--- src/rtl/sigma_delta_adc_capture_ctrl.sv ---
`default_nettype none
// ============================================================================
// Module   : sigma_delta_adc_capture_ctrl
// Purpose  : Runs one ADC capture: decimator reset, settle discard, then
//            CAPTURE_LEN samples into a first-word-fall-through FIFO drained
//            over a ready/valid stream.
// Revision : 1.0
// ============================================================================
module sigma_delta_adc_capture_ctrl #(
  parameter int ADC_BITLEN     = 22,
  parameter int SETTLE_SAMPLES = 4,
  parameter int CAPTURE_LEN    = 1024,
  parameter int FIFO_DEPTH     = 16,
  parameter int ADC_RST_CYCLES = 2
) (
  input  logic                  clk,
  input  logic                  rst,
  input  logic                  start,
  input  logic                  abort,
  output logic                  adc_en,
  output logic                  adc_rst,
  input  logic                  adc_valid,
  input  logic [ADC_BITLEN-1:0] adc_data,
  output logic [ADC_BITLEN-1:0] m_data,
  output logic                  m_valid,
  input  logic                  m_ready,
  output logic                  m_last,
  output logic                  busy,
  output logic                  done,
  output logic                  overflow
);

  localparam int FW = $clog2(ADC_RST_CYCLES + 1);
  localparam int SW = $clog2(SETTLE_SAMPLES + 1);
  localparam int CW = $clog2(CAPTURE_LEN + 1);
  localparam int PW = $clog2(FIFO_DEPTH);
  localparam int NW = $clog2(FIFO_DEPTH + 1);

  localparam logic [FW-1:0] FLUSH_LAST  = FW'(ADC_RST_CYCLES - 1);
  localparam logic [SW-1:0] SETTLE_LAST = SW'(SETTLE_SAMPLES - 1);
  localparam logic [CW-1:0] CAP_LAST    = CW'(CAPTURE_LEN - 1);
  localparam logic [NW-1:0] FIFO_FULL   = NW'(FIFO_DEPTH);

  typedef enum logic [2:0] {
    S_IDLE    = 3'd0,
    S_FLUSH   = 3'd1,
    S_SETTLE  = 3'd2,
    S_CAPTURE = 3'd3,
    S_DRAIN   = 3'd4,
    S_DONE    = 3'd5
  } state_t;

  state_t state, state_nxt;

  logic [FW-1:0] flush_cnt;
  logic [SW-1:0] settle_cnt;
  logic [CW-1:0] cap_cnt;

  logic [PW-1:0] wr_ptr, rd_ptr;
  logic [NW-1:0] fifo_cnt;
  // Each entry carries its end-of-run tag in the MSB.
  logic [ADC_BITLEN:0] mem [FIFO_DEPTH];

  logic run_start, kill, fifo_empty, fifo_full;
  logic push_req, push_ok, pop, cap_last;

  assign run_start  = (state == S_IDLE) && start && !abort;
  assign kill       = abort && (state != S_IDLE);
  assign fifo_empty = (fifo_cnt == '0);
  assign fifo_full  = (fifo_cnt == FIFO_FULL);
  assign pop        = !fifo_empty && m_ready;
  assign push_req   = (state == S_CAPTURE) && adc_valid && !abort;
  // A full FIFO still takes the sample when the head leaves the same cycle.
  assign push_ok    = push_req && (!fifo_full || pop);
  assign cap_last   = (cap_cnt == CAP_LAST);

  always_comb begin
    state_nxt = state;
    case (state)
      S_IDLE:    if (start && !abort) state_nxt = S_FLUSH;
      S_FLUSH:   if (flush_cnt == FLUSH_LAST) state_nxt = S_SETTLE;
      S_SETTLE:  if (adc_valid && (settle_cnt == SETTLE_LAST)) state_nxt = S_CAPTURE;
      S_CAPTURE: if (adc_valid && cap_last) state_nxt = S_DRAIN;
      S_DRAIN:   if (fifo_empty) state_nxt = S_DONE;
      S_DONE:    state_nxt = S_IDLE;
      default:   state_nxt = S_IDLE;
    endcase
    if (kill) state_nxt = S_IDLE;
  end

  // Control outputs are decoded from the next state so they are true flops.
  always_ff @(posedge clk) begin
    if (rst) begin
      state   <= S_IDLE;
      adc_en  <= 1'b0;
      adc_rst <= 1'b0;
      busy    <= 1'b0;
      done    <= 1'b0;
    end else begin
      state   <= state_nxt;
      adc_en  <= (state_nxt == S_FLUSH) || (state_nxt == S_SETTLE) || (state_nxt == S_CAPTURE);
      adc_rst <= (state_nxt == S_FLUSH);
      busy    <= (state_nxt != S_IDLE);
      done    <= (state_nxt == S_DONE);
    end
  end

  always_ff @(posedge clk) begin
    if (rst || run_start) begin
      flush_cnt  <= '0;
      settle_cnt <= '0;
      cap_cnt    <= '0;
    end else begin
      if (state == S_FLUSH) flush_cnt <= flush_cnt + 1'b1;
      if ((state == S_SETTLE) && adc_valid) settle_cnt <= settle_cnt + 1'b1;
      if ((state == S_CAPTURE) && adc_valid) cap_cnt <= cap_cnt + 1'b1;
    end
  end

  always_ff @(posedge clk) begin
    if (rst || kill || run_start) begin
      wr_ptr   <= '0;
      rd_ptr   <= '0;
      fifo_cnt <= '0;
    end else begin
      if (push_ok) wr_ptr <= wr_ptr + 1'b1;
      if (pop) rd_ptr <= rd_ptr + 1'b1;
      case ({push_ok, pop})
        2'b10:   fifo_cnt <= fifo_cnt + 1'b1;
        2'b01:   fifo_cnt <= fifo_cnt - 1'b1;
        default: fifo_cnt <= fifo_cnt;
      endcase
    end
  end

  always_ff @(posedge clk) begin
    if (push_ok) mem[wr_ptr] <= {cap_last, adc_data};
  end

  always_ff @(posedge clk) begin
    if (rst || run_start) begin
      overflow <= 1'b0;
    end else if (push_req && fifo_full && !pop) begin
      overflow <= 1'b1;
    end
  end

  assign m_valid = !fifo_empty;
  assign m_data  = mem[rd_ptr][ADC_BITLEN-1:0];
  assign m_last  = m_valid && mem[rd_ptr][ADC_BITLEN];

endmodule
`default_nettype wire

--- config.mk ---
export PLATFORM = sky130hd
export DESIGN_NAME = sigma_delta_adc_capture_ctrl
export DESIGN_NICKNAME = d
export VERILOG_FILES = /design/src/rtl/sigma_delta_adc_capture_ctrl.sv
export SDC_FILE = /design/constraint.sdc
export NUM_CORES = 1
export LEC_CHECK = 0
export ABC_AREA = 0
export CAP_MARGIN = 20
export CELL_PAD_IN_SITES_DETAIL_PLACEMENT = 1
export CELL_PAD_IN_SITES_GLOBAL_PLACEMENT = 2
export CORE_MARGIN = 2
export CORE_UTILIZATION = 50
export CTS_BUF_LIST = sky130_fd_sc_hd__clkbuf_8
export DETAILED_ROUTE_END_ITERATION = 8
export DONT_BUFFER_PORTS = 1
export HOLD_SLACK_MARGIN = 0.15
export MAX_ROUTING_LAYER = met4
export PLACE_DENSITY_LB_ADDON = 0.1
export SYNTH_ARGS = -nofsm -noshare
export SYNTH_HDL_FRONTEND = slang
export SYNTH_SLANG_ARGS = --single-unit
--- constraint.sdc ---
create_clock -name clk -period 5.1 [get_ports clk]
set_clock_uncertainty 0.2 [all_clocks]
set_input_delay 1.02 -clock clk [delete_from_list [all_inputs] [get_ports clk]]
set_output_delay 1.02 -clock clk [all_outputs]
set_load 0.01 [all_outputs]
==> results.sh, run 1 <==
export IMPL_clock_root_buffer="clkbuf_8"
export IMPL_path_buf_inv=1
export IMPL_avgSynthCellArea_sq_um=21.1
export IMPL_pin_count=57
export IMPL_fin_util_pct=57.0
export IMPL_clock_latency_ns=0.57
export IMPL_cp_arrival_ns=2.78
export IMPL_tns_ns=0
export IMPL_synth_top_area_share_pct=70.1
export IMPL_grt_pass1_wl_mm=51.6
export IMPL_ys_ff_latch=409
export IMPL_place_gp_congestion=0.779
export IMPL_cts_max_level=3
export IMPL_endpoint_kind="primary output"
export IMPL_wl_per_cell_um=27.0
export IMPL_hpwl_mm=20.1
export IMPL_drtAntennaViolNets=0
export IMPL_criticalPathCategory="reg2out"
export IMPL_setup_viol=0
export IMPL_synth_seq_area_share_pct=75.4
export IMPL_outcome="finished, final reports clean"
export IMPL_cts_resized=0
export IMPL_drt_initial_drc_count=698
export IMPL_yosysUniqueCellTypes=41
export IMPL_synthTopCellsByCount="edfxtp_1, mux4_2, nor2_1"
export IMPL_finalMaxSlewViolations=0
export IMPL_ir_worst_vdd_uv=183
export IMPL_worst_slew_pin_slew_ns=0.871
export IMPL_cap_violations=0
export IMPL_tritoncts="yes"
export IMPL_route_detailed_drc=0
export IMPL_port_buffers=0
export IMPL_clkTransAtPathRegs_ns=0.06
export IMPL_synthTopCellsByArea="edfxtp_1, mux4_2, dfxtp_1"
export IMPL_drive_above_1_share_pct=28.6
export IMPL_p_switching_mw=1.27
export IMPL_die_y_um=182
export IMPL_nNetsFinal=850
export IMPL_total_power_mw=6.19
export IMPL_cpMostUsedCell="mux4_2"
export IMPL_ys_warnings_count=0
export IMPL_swShare_pct=20.5
export IMPL_power_density_nw_per_um2=352
export IMPL_numCtsBuffers=66
export IMPL_grt_usage_pct=22.1
export IMPL_rows=64
export IMPL_drt_first_pass_iters=5
export IMPL_grt_ovfl_total=0
export IMPL_syn2layout_area_growth_pct=11.6
export IMPL_die_area_sq_um=32900
export IMPL_worst_path_max_fanout=53
export IMPL_cp_top_family="multiplexers"
export IMPL_ys_flop_type="edfxtp_1"
export IMPL_synth_fp_nets=788
export IMPL_yosysMostFrequentCell="edfxtp_1"
export IMPL_slew_headroom_pct=41.9
export IMPL_p_leak_nw=5.49
export IMPL_drt_wl_total_mm=33.9
export IMPL_hold_class="reg2reg"
export IMPL_clockBufferDepth=3
export IMPL_synth_top_cell_by_area="edfxtp_1"
export IMPL_clkSinkCount=409
export IMPL_fmax_mhz=250
export IMPL_die_w_um=182
export IMPL_diodes=0
export IMPL_vias=7496
export IMPL_rsz0062_at_grt="false"
export IMPL_slowest_stage="dfxtp_4"
export IMPL_pwr_share_comb_pct=0.6
export IMPL_synth_edf_count=368
export IMPL_cts_setup_buffers=0
export IMPL_path_cells="buf_12, mux4_2, mux4_2"
export IMPL_grt_pass1_vias=8073
export IMPL_hold_buffers=0
export IMPL_syn_inst=747
export IMPL_slowest_delay_ns=0.90
export IMPL_core_sq_um=30800
export IMPL_start_kind="flop"
export IMPL_hold_viol_final=0
export IMPL_fin_crit_sh_pct=78.4
export IMPL_synthArstFlopShare_pct=0
export IMPL_start_util_pct=51.1
export IMPL_fin_crit_ns=4.00
export IMPL_viasPerCell=5.97
export IMPL_intPower_mw=4.92
export IMPL_p_clk_share_pct=40.4
export IMPL_synth_area_sq_um=15800
export IMPL_seq_power_share_pct=59.0
export IMPL_grt_max_degree=54
export IMPL_crit_required_ns=3.88
export IMPL_antenna_found_initial=0
-- tightest hold or removal path: cells and delay by family (launching register included) --
kind	cells	cell delay (ns)
flops	1	0.31
compound gates	2	0.14
-- cell families (layout without fill, tap and decap cells) --
logic type                 after synthesis  count (layout)  synth area share (%)
and+or+nand+nor                        109             109                  3.24
DFF                                    409             409                  75.4
adders and majority gates               13              13                  1.08
xor gates and xnor gates                20              20                  1.11
muxes                                  119             119                  16.7
buffers and inverters                   47             159                  1.25
AOI/OAI and AO/OA                       30              30                  1.23
-- final cells by class --
| cell class | instances | area [sq um] |
|---|---|---|
| multi-input cells | 291 | 3730 |
| clock buffers | 69 | 950 |
| fillers | 2662 | 13300 |
| clock inverters | 49 | 214 |
| flip-flops and latches | 409 | 11900 |
| repair buffers | 28 | 255 |
| inverters | 13 | 48.8 |
| well taps | 396 | 495 |
-- layout by cell type (no fill, tap or decap), types with 3 or more instances in the layout --
| master | count |
|---|---|
| nor3_1 | 6 |
| nand2b_1 | 4 |
| edfxtp_1 | 368 |
| xor2_1 | 8 |
| a21oi_1 | 12 |
| ha_1 | 12 |
| nor3_2 | 4 |
| nand2_1 | 18 |
| clkinvlp_4 | 3 |
| dfxtp_1 | 38 |
| mux2i_1 | 3 |
| clkinv_2 | 5 |
| nor2_2 | 12 |
| o21ai_0 | 3 |
| nand3_1 | 3 |
| nand4_1 | 6 |
| buf_4 | 25 |
| inv_1 | 36 |
| or3_1 | 3 |
| nor3b_1 | 3 |
| nor2_1 | 40 |
| a21o_1 | 3 |
| clkbuf_8 | 69 |
| a211oi_1 | 3 |
| mux4_2 | 115 |
| xnor2_1 | 12 |
| clkinv_1 | 16 |
-- power by group through the flow --
| stage | logic, mW | registers [mW] | clock network [mW] |
|---|---|---|---|
| floorplan | 0.0298 | 3.72 | 0 |
| global placement | 0.0347 | 3.72 | 0 |
| detailed placement | 0.0363 | 3.73 | 0 |
| CTS | 0.0364 | 3.65 | 2.56 |
| global route | 0.0404 | 3.65 | 2.70 |
| finish | 0.0355 | 3.65 | 2.50 |
-- layer usage --
layer	up-vias	GRT usage, %	wire length [um]
li1	3192	-	-
met1	3999	29.5	14200
met2	243	35.3	16900
met3	62	4.25	1990
met4	0	6.31	756
met5	-	-	0
-- path summary, 6_finish.rpt --
path,depth (start not counted),slack (ns),end,startpoint
hold reg to reg,2,0.30,cap_cnt[10]$_SDFFE_PP0N_,cap_cnt[10]$_SDFFE_PP0N_
hold / removal,2,0.30,cap_cnt[10]$_SDFFE_PP0N_,cap_cnt[10]$_SDFFE_PP0N_
setup / recovery,3,1.10,m_data[12],flop
setup reg to reg,5,1.95,mem[14][14]$_DFFE_PP_,state[2]$_SDFF_PP0_
-- metrics by stage --
stage / cells / setup slack, ns / instance area (sq um) / hold slack (ns)
after CTS: 1254 / 1.02 / 17600 / 0.299
after floorplan: 747 / 1.08 / 15800 / 0.248
after global placement: 1136 / 1.55 / 16400 / 0.271
after detailed placement: 1136 / 1.44 / 16400 / 0.287
after global routing: 1255 / 0.918 / 17600 / 0.302
final: 1255 / 1.10 / 17600 / 0.299
-- state kept, by name (all words and copies together) (netlist names), named ones only --
| name | flops |
|---|---|
| adc_en | 1 |
| adc_rst | 1 |
| busy | 1 |
| cap_cnt | 11 |
| done | 1 |
| fifo_cnt | 5 |
| flush_cnt | 2 |
| mem | 368 |
| overflow | 1 |
| rd_ptr | 4 |
| settle_cnt | 3 |
| state | 3 |
| wr_ptr | 4 |
(Power assumes the default switching activity.)
==> run 2: changes to the inputs <==
Settings changed: ABC_AREA 0 to 1, CORE_UTILIZATION 50 to 42.
Clock period 5.1 ns to 3.31 ns, I/O delays scaled along.
==> run 2 against run 1 <==
Final cell count is 55% higher; non-clock buffer count is 47 higher; hold slack worse by 0.045 ns; wire length is 32% higher; sequential power is 58% higher; highest routed layer unchanged.
==> results.sh, run 2 <==
export IMPL_fin_crit_sh_pct=96.3
export IMPL_start_util_pct=42.4
export IMPL_yosysUniqueCellTypes=35
export IMPL_drt_initial_drc_count=717
export IMPL_p_leak_nw=6.26
export IMPL_outcome="finished, final reports clean"
export IMPL_wl_per_cell_um=23.0
export IMPL_setup_viol=0
export IMPL_die_w_um=201
export IMPL_grt_max_degree=89
export IMPL_endpoint_kind="primary output"
export IMPL_cp_arrival_ns=2.33
export IMPL_synthArstFlopShare_pct=0
export IMPL_fin_util_pct=49.1
export IMPL_antenna_found_initial=4
export IMPL_yosysMostFrequentCell="edfxtp_1"
export IMPL_drive_above_1_share_pct=12.4
export IMPL_syn2layout_area_growth_pct=15.8
export IMPL_syn_inst=1294
export IMPL_path_cells="buf_12, buf_16, o21ai_0, o221ai_1, nand3_1, nand2_1"
export IMPL_fmax_mhz=314
export IMPL_power_density_nw_per_um2=658
export IMPL_synthTopCellsByArea="edfxtp_1, nor2_1, o21ai_0"
export IMPL_hold_viol_final=0
export IMPL_path_buf_inv=2
export IMPL_criticalPathCategory="reg2out"
export IMPL_pin_count=57
export IMPL_synth_edf_count=368
export IMPL_fin_crit_ns=3.19
export IMPL_drt_first_pass_iters=5
export IMPL_tritoncts="yes"
export IMPL_most_common_layout_cells="edfxtp_1, nor2_1, o21ai_0"
export IMPL_largest_reg_flops=368
export IMPL_nNetsFinal=1410
export IMPL_start_kind="flop"
export IMPL_r2r_end="mem[3][4]$_DFFE_PP_"
export IMPL_core_sq_um=38500
export IMPL_synth_seq_area_share_pct=72.8
export IMPL_synth_fp_nets=1335
export IMPL_slowest_delay_ns=0.48
export IMPL_die_y_um=201
export IMPL_die_area_sq_um=40400
export IMPL_clock_latency_ns=0.60
export IMPL_worst_slew_pin_slew_ns=0.758
export IMPL_drt_wl_total_mm=44.6
export IMPL_clkTransAtPathRegs_ns=0.06
export IMPL_finalMaxSlewViolations=0
export IMPL_clkSinkCount=409
export IMPL_reg_top3="mem: 368 flops, cap_cnt: 11 flops, fifo_cnt: 5 flops"
export IMPL_vias=10700
export IMPL_cp_top_family="flip-flops"
export IMPL_reg2reg_from="fifo_cnt[1]$_SDFFE_PP0P_"
export IMPL_drtAntennaViolNets=0
export IMPL_min_from="cap_cnt[9]$_SDFFE_PP0N_"
export IMPL_r2r_cells=9
export IMPL_grt_pass1_wl_mm=67.9
export IMPL_rows=72
export IMPL_grt_usage_pct=22.9
export IMPL_hold_depth=2
export IMPL_cts_max_level=3
export IMPL_synth_area_sq_um=16300
export IMPL_clockBufferDepth=3
export IMPL_route_detailed_drc=0
export IMPL_synth_top_cell_by_area="edfxtp_1"
export IMPL_worstHoldEndpoint="cap_cnt[9]$_SDFFE_PP0N_"
export IMPL_r2r_setup_slack_ns=0.68
export IMPL_ir_worst_vdd_uv=380
export IMPL_synthTopCellsByCount="edfxtp_1, nor2_1, o21ai_0"
export IMPL_avgSynthCellArea_sq_um=12.6
export IMPL_place_gp_congestion=0.763
export IMPL_stdcell_count=1939
export IMPL_slowest_stage="dfxtp_4"
export IMPL_crit_required_ns=2.45
export IMPL_port_buffers=0
export IMPL_regMostFlops="mem"
export IMPL_numCtsBuffers=72
export IMPL_clock_root_buffer="clkbuf_8"
export IMPL_worst_path_max_fanout=44
export IMPL_ys_ff_latch=409
export IMPL_ys_warnings_count=0
export IMPL_viasPerCell=5.50
export IMPL_hold_class="reg2reg"
export IMPL_hpwl_mm=25.8
export IMPL_ys_flop_type="edfxtp_1"
export IMPL_post_place_cells=1781
export IMPL_synth_top_area_share_pct=67.8
export IMPL_layout_commonest_cell="edfxtp_1"
export IMPL_rsz0062_at_grt="true"
export IMPL_grt_ovfl_total=0
export IMPL_cap_violations=0
export IMPL_grt_pass1_vias=11100
export IMPL_slew_headroom_pct=49.3
## run 2: cell count changes in the layout (fill, tap and decap cells not counted), moves of 11 or more
cell	before	now
nor2_4	0	18
buf_12	2	13
a21oi_1	12	27
o211ai_1	0	44
nand3_1	3	57
inv_1	36	61
dlygate4sd3_1	0	26
nand2_1	18	90
o21ai_0	3	174
o21ai_1	2	13
o22ai_1	0	22
mux4_2	115	0
nor2_1	40	234
o221ai_1	0	43
## run 2: area by class of cell
cell class | instances | area [sq um]
sequential | 409 | 11900
multi-input combinational | 767 | 4040
inverter | 44 | 181
timing repair buffer | 75 | 881
tap | 518 | 648
fill | 3965 | 19600
clock inverter | 46 | 219
clock buffer | 75 | 1030
antenna | 5 | 12.5
## run 2: stage by stage
stage / setup TNS [ns] / area (sq um) / total power [mW] / hold slack (ns) / setup slack, ns
after floorplan: 0 / 16300 / 7.43 / 0.224 / 0.342
after global placement: 0 / 17200 / 8.09 / 0.244 / 0.509
after detailed placement: 0 / 17200 / 8.13 / 0.250 / 0.464
after CTS: -0.00883 / 18800 / 12.4 / 0.222 / -0.00883
after global routing: -0.0428 / 18900 / 13.1 / 0.255 / -0.0428
final: 0 / 18900 / 12.4 / 0.254 / 0.122
## run 2: worst min-delay path, cell delays in order (launching register included)
cell,delay [ns]
dfxtp_1,0.31
inv_1,0.05
a21oi_1,0.05
## run 2: per-layer routing
layer	share of wire, %	track usage, %
met1	47	31.0
met2	47	35.7
met3	4.2	4.24
met4	1.9	6.46
met5	0	-
## run 2: what timing repair did
item / CTS / global route
buffers inserted: 1 / 3
gates cloned: 0 / 2
pin swaps: 1 / 2
hold buffers: 26 / 0
hold endpoints to repair: 371 / 0
gates resized for setup: 5 / 7
endpoints found under the setup margin: 21 / 19
## run 2: worst max-delay path by stage
stage	end	slack (ns)	cells past startpoint
CTS	m_last	-0.009	7
finish	m_data[18]	0.12	6
floorplan	mem[11][0]$_DFFE_PP_	0.34	6
detailed placement	m_data[19]	0.46	6
global route	m_data[19]	-0.04	6
global placement	m_data[13]	0.51	8
## run 2: cells by family after synthesis
logic type / count (synthesis) / synth area share [%]
buffers and inverters: 118 / 3.26
adders and majority gates: 13 / 1.04
DFF: 409 / 72.8
and+or+nand+nor: 417 / 10.5
AOI/OAI and AO/OA: 330 / 12.1
xor gates and xnor gates: 7 / 0.376
## run 2: power by group
group          internal, mW  switching, mW  total, mW
sequential             5.67         0.0824       5.76
clock                  2.16           2.00       4.16
combinational         0.766           1.75       2.52
==> run 3: changes to the inputs <==
Settings changed: PLACE_DENSITY from default to 0.79, PLACE_DENSITY_LB_ADDON 0.1 to default.
==> run 3 against run 2 <==
Hold slack lost 0.057 ns; utilization shrank 0.68 points; sequential share of layout area grew 0.88 points.
==> results.sh, run 3 (synthesis results as in run 2) <==
export IMPL_outcome="finished, final reports clean"
export IMPL_cp_arrival_ns=2.32
export IMPL_crit_required_ns=2.45
export IMPL_clkTransAtPathRegs_ns=0.05
export IMPL_grt_usage_pct=22.1
export IMPL_hpwl_mm=24.9
export IMPL_reg_top3="mem: 368 flops, cap_cnt: 11 flops, fifo_cnt: 5 flops"
export IMPL_r2r_cells=9
export IMPL_clkSinkCount=409
export IMPL_setup_viol=0
export IMPL_wl_per_cell_um=22.2
export IMPL_drive_above_1_share_pct=11.8
export IMPL_cts_max_level=3
export IMPL_antenna_found_initial=3
export IMPL_r2r_end="mem[13][5]$_DFFE_PP_"
export IMPL_vias=10700
export IMPL_most_common_layout_cells="edfxtp_1, nor2_1, o21ai_0"
export IMPL_worst_slew_pin_slew_ns=0.861
export IMPL_die_y_um=201
export IMPL_port_buffers=0
export IMPL_grt_pass1_wl_mm=66.1
export IMPL_reg2reg_from="fifo_cnt[0]$_SDFFE_PP0P_"
export IMPL_drt_initial_drc_count=747
export IMPL_finalMaxSlewViolations=0
export IMPL_crit_end="m_data[5]"
export IMPL_hold_viol_final=0
export IMPL_core_sq_um=38500
export IMPL_endpoint_kind="primary output"
export IMPL_start_util_pct=42.4
export IMPL_die_w_um=201
export IMPL_clock_latency_ns=0.57
export IMPL_start_kind="flop"
export IMPL_fin_crit_sh_pct=96.1
export IMPL_place_gp_congestion=0.754
export IMPL_hold_class="in2reg"
export IMPL_fin_crit_ns=3.18
export IMPL_rsz0062_at_grt="false"
export IMPL_p_leak_nw=6.19
export IMPL_cap_violations=0
export IMPL_syn2layout_area_growth_pct=14.2
export IMPL_rows=72
export IMPL_pin_count=57
export IMPL_power_density_nw_per_um2=654
export IMPL_fin_area_sq_um=18600
export IMPL_grt_max_degree=125
export IMPL_drt_first_pass_iters=5
export IMPL_criticalPathCategory="reg2out"
export IMPL_route_detailed_drc=0
export IMPL_worst_path_max_fanout=64
export IMPL_tritoncts="yes"
export IMPL_clock_root_buffer="clkbuf_8"
export IMPL_fillers=3963
export IMPL_tns_ns=0
export IMPL_numCtsBuffers=69
export IMPL_fmax_mhz=314
export IMPL_regMostFlops="mem"
export IMPL_placement_cell_area_sq_um=17100
export IMPL_grt_ovfl_total=0
export IMPL_drt_wl_total_mm=42.7
export IMPL_slew_headroom_pct=42.6
export IMPL_viasPerCell=5.56
export IMPL_layout_commonest_cell="edfxtp_1"
export IMPL_ir_worst_vdd_uv=381
export IMPL_die_area_sq_um=40400
export IMPL_grt_pass1_vias=11200
export IMPL_drtAntennaViolNets=0
export IMPL_clockBufferDepth=3
export IMPL_nNetsFinal=1399
export IMPL_largest_reg_flops=368
export IMPL_r2r_setup_slack_ns=0.62
[run 3: cell types whose count changed in the layout (fill, tap and decap cells not counted), moves of 2 or more]
cell	previous run	this run
buf_12	13	5
buf_4	28	34
clkinvlp_4	4	0
diode_2	5	2
clkbuf_16	2	0
clkbuf_8	75	73
clkinv_2	4	6
dlygate4sd3_1	26	24
[run 3: area by class of cell]
cell class / count / area, sq um / share of cell area (%)
multi-input cells: 767 / 4030 / 21.6
well taps: 518 / 648 / 3.48
diodes: 2 / 5.00 / 0.0269
inverters: 44 / 173 / 0.927
flip-flops and latches: 409 / 11900 / 63.8
clock buffers: 73 / 1000 / 5.39
repair buffers: 67 / 657 / 3.53
clock inverters: 45 / 234 / 1.26
[run 3: what timing repair did]
| item | CTS | global route |
|---|---|---|
| gates resized for setup | 3 | 4 |
| setup buffers | 0 | 1 |
| endpoints found under the setup margin | 3 | 8 |
| hold endpoints to repair | 365 | 0 |
| gates cloned | 0 | 0 |
| hold buffers | 24 | 0 |
[run 3: how the worst min path moves through the flow]
stage,start,to,slack (ns),depth (start not counted)
floorplan,cap_cnt[9]$_SDFFE_PP0N_,cap_cnt[9]$_SDFFE_PP0N_,0.22,2
global placement,cap_cnt[9]$_SDFFE_PP0N_,cap_cnt[9]$_SDFFE_PP0N_,0.24,2
global route,abort,overflow$_SDFFE_PP0P_,0.17,3
detailed placement,cap_cnt[9]$_SDFFE_PP0N_,cap_cnt[9]$_SDFFE_PP0N_,0.25,2
finish,abort,overflow$_SDFFE_PP0P_,0.20,3
CTS,abort,overflow$_SDFFE_PP0P_,0.15,3
[run 3: power by group]
| group | total (mW) | switching, mW | internal [mW] |
|---|---|---|---|
| clock network | 4.14 | 1.96 | 2.18 |
| logic | 2.30 | 1.64 | 0.661 |
| registers | 5.74 | 0.0654 | 5.67 |
| total | 12.2 | 3.66 | 8.52 |
[run 3: worst max-delay path: stages, from the launching register on]
cell      delay, ns
dfxtp_2        0.33
buf_4          0.66
o221ai_1       0.27
nand3_1        0.30
nand2_1        0.18
[run 3: layer usage]
metal / global-route usage [%] / share of wire (%) / vias to the layer above
met5: - / 0 / -
met4: 6.88 / 2.2 / 0
met3: 4.03 / 4.7 / 72
met2: 36.9 / 50 / 244
met1: 27.3 / 43 / 5477
li1: - / - / 4901
[run 3: per-stage QoR]
stage | instances | worst slack [ns] | hold slack (ns) | power, mW | utilization [%]
2_1_floorplan | 1294 | 0.342 | 0.224 | 7.43 | -
5_1_grt | 1925 | 0.0132 | 0.169 | 12.8 | 48.4
3_3_place_gp | 1780 | 0.554 | 0.241 | 8.00 | 44.5
4_1_cts | 1922 | 0.00666 | 0.152 | 12.3 | 48.4
3_5_place_dp | 1780 | 0.495 | 0.254 | 8.06 | 44.5
6_report | 1925 | 0.128 | 0.197 | 12.2 | 48.4
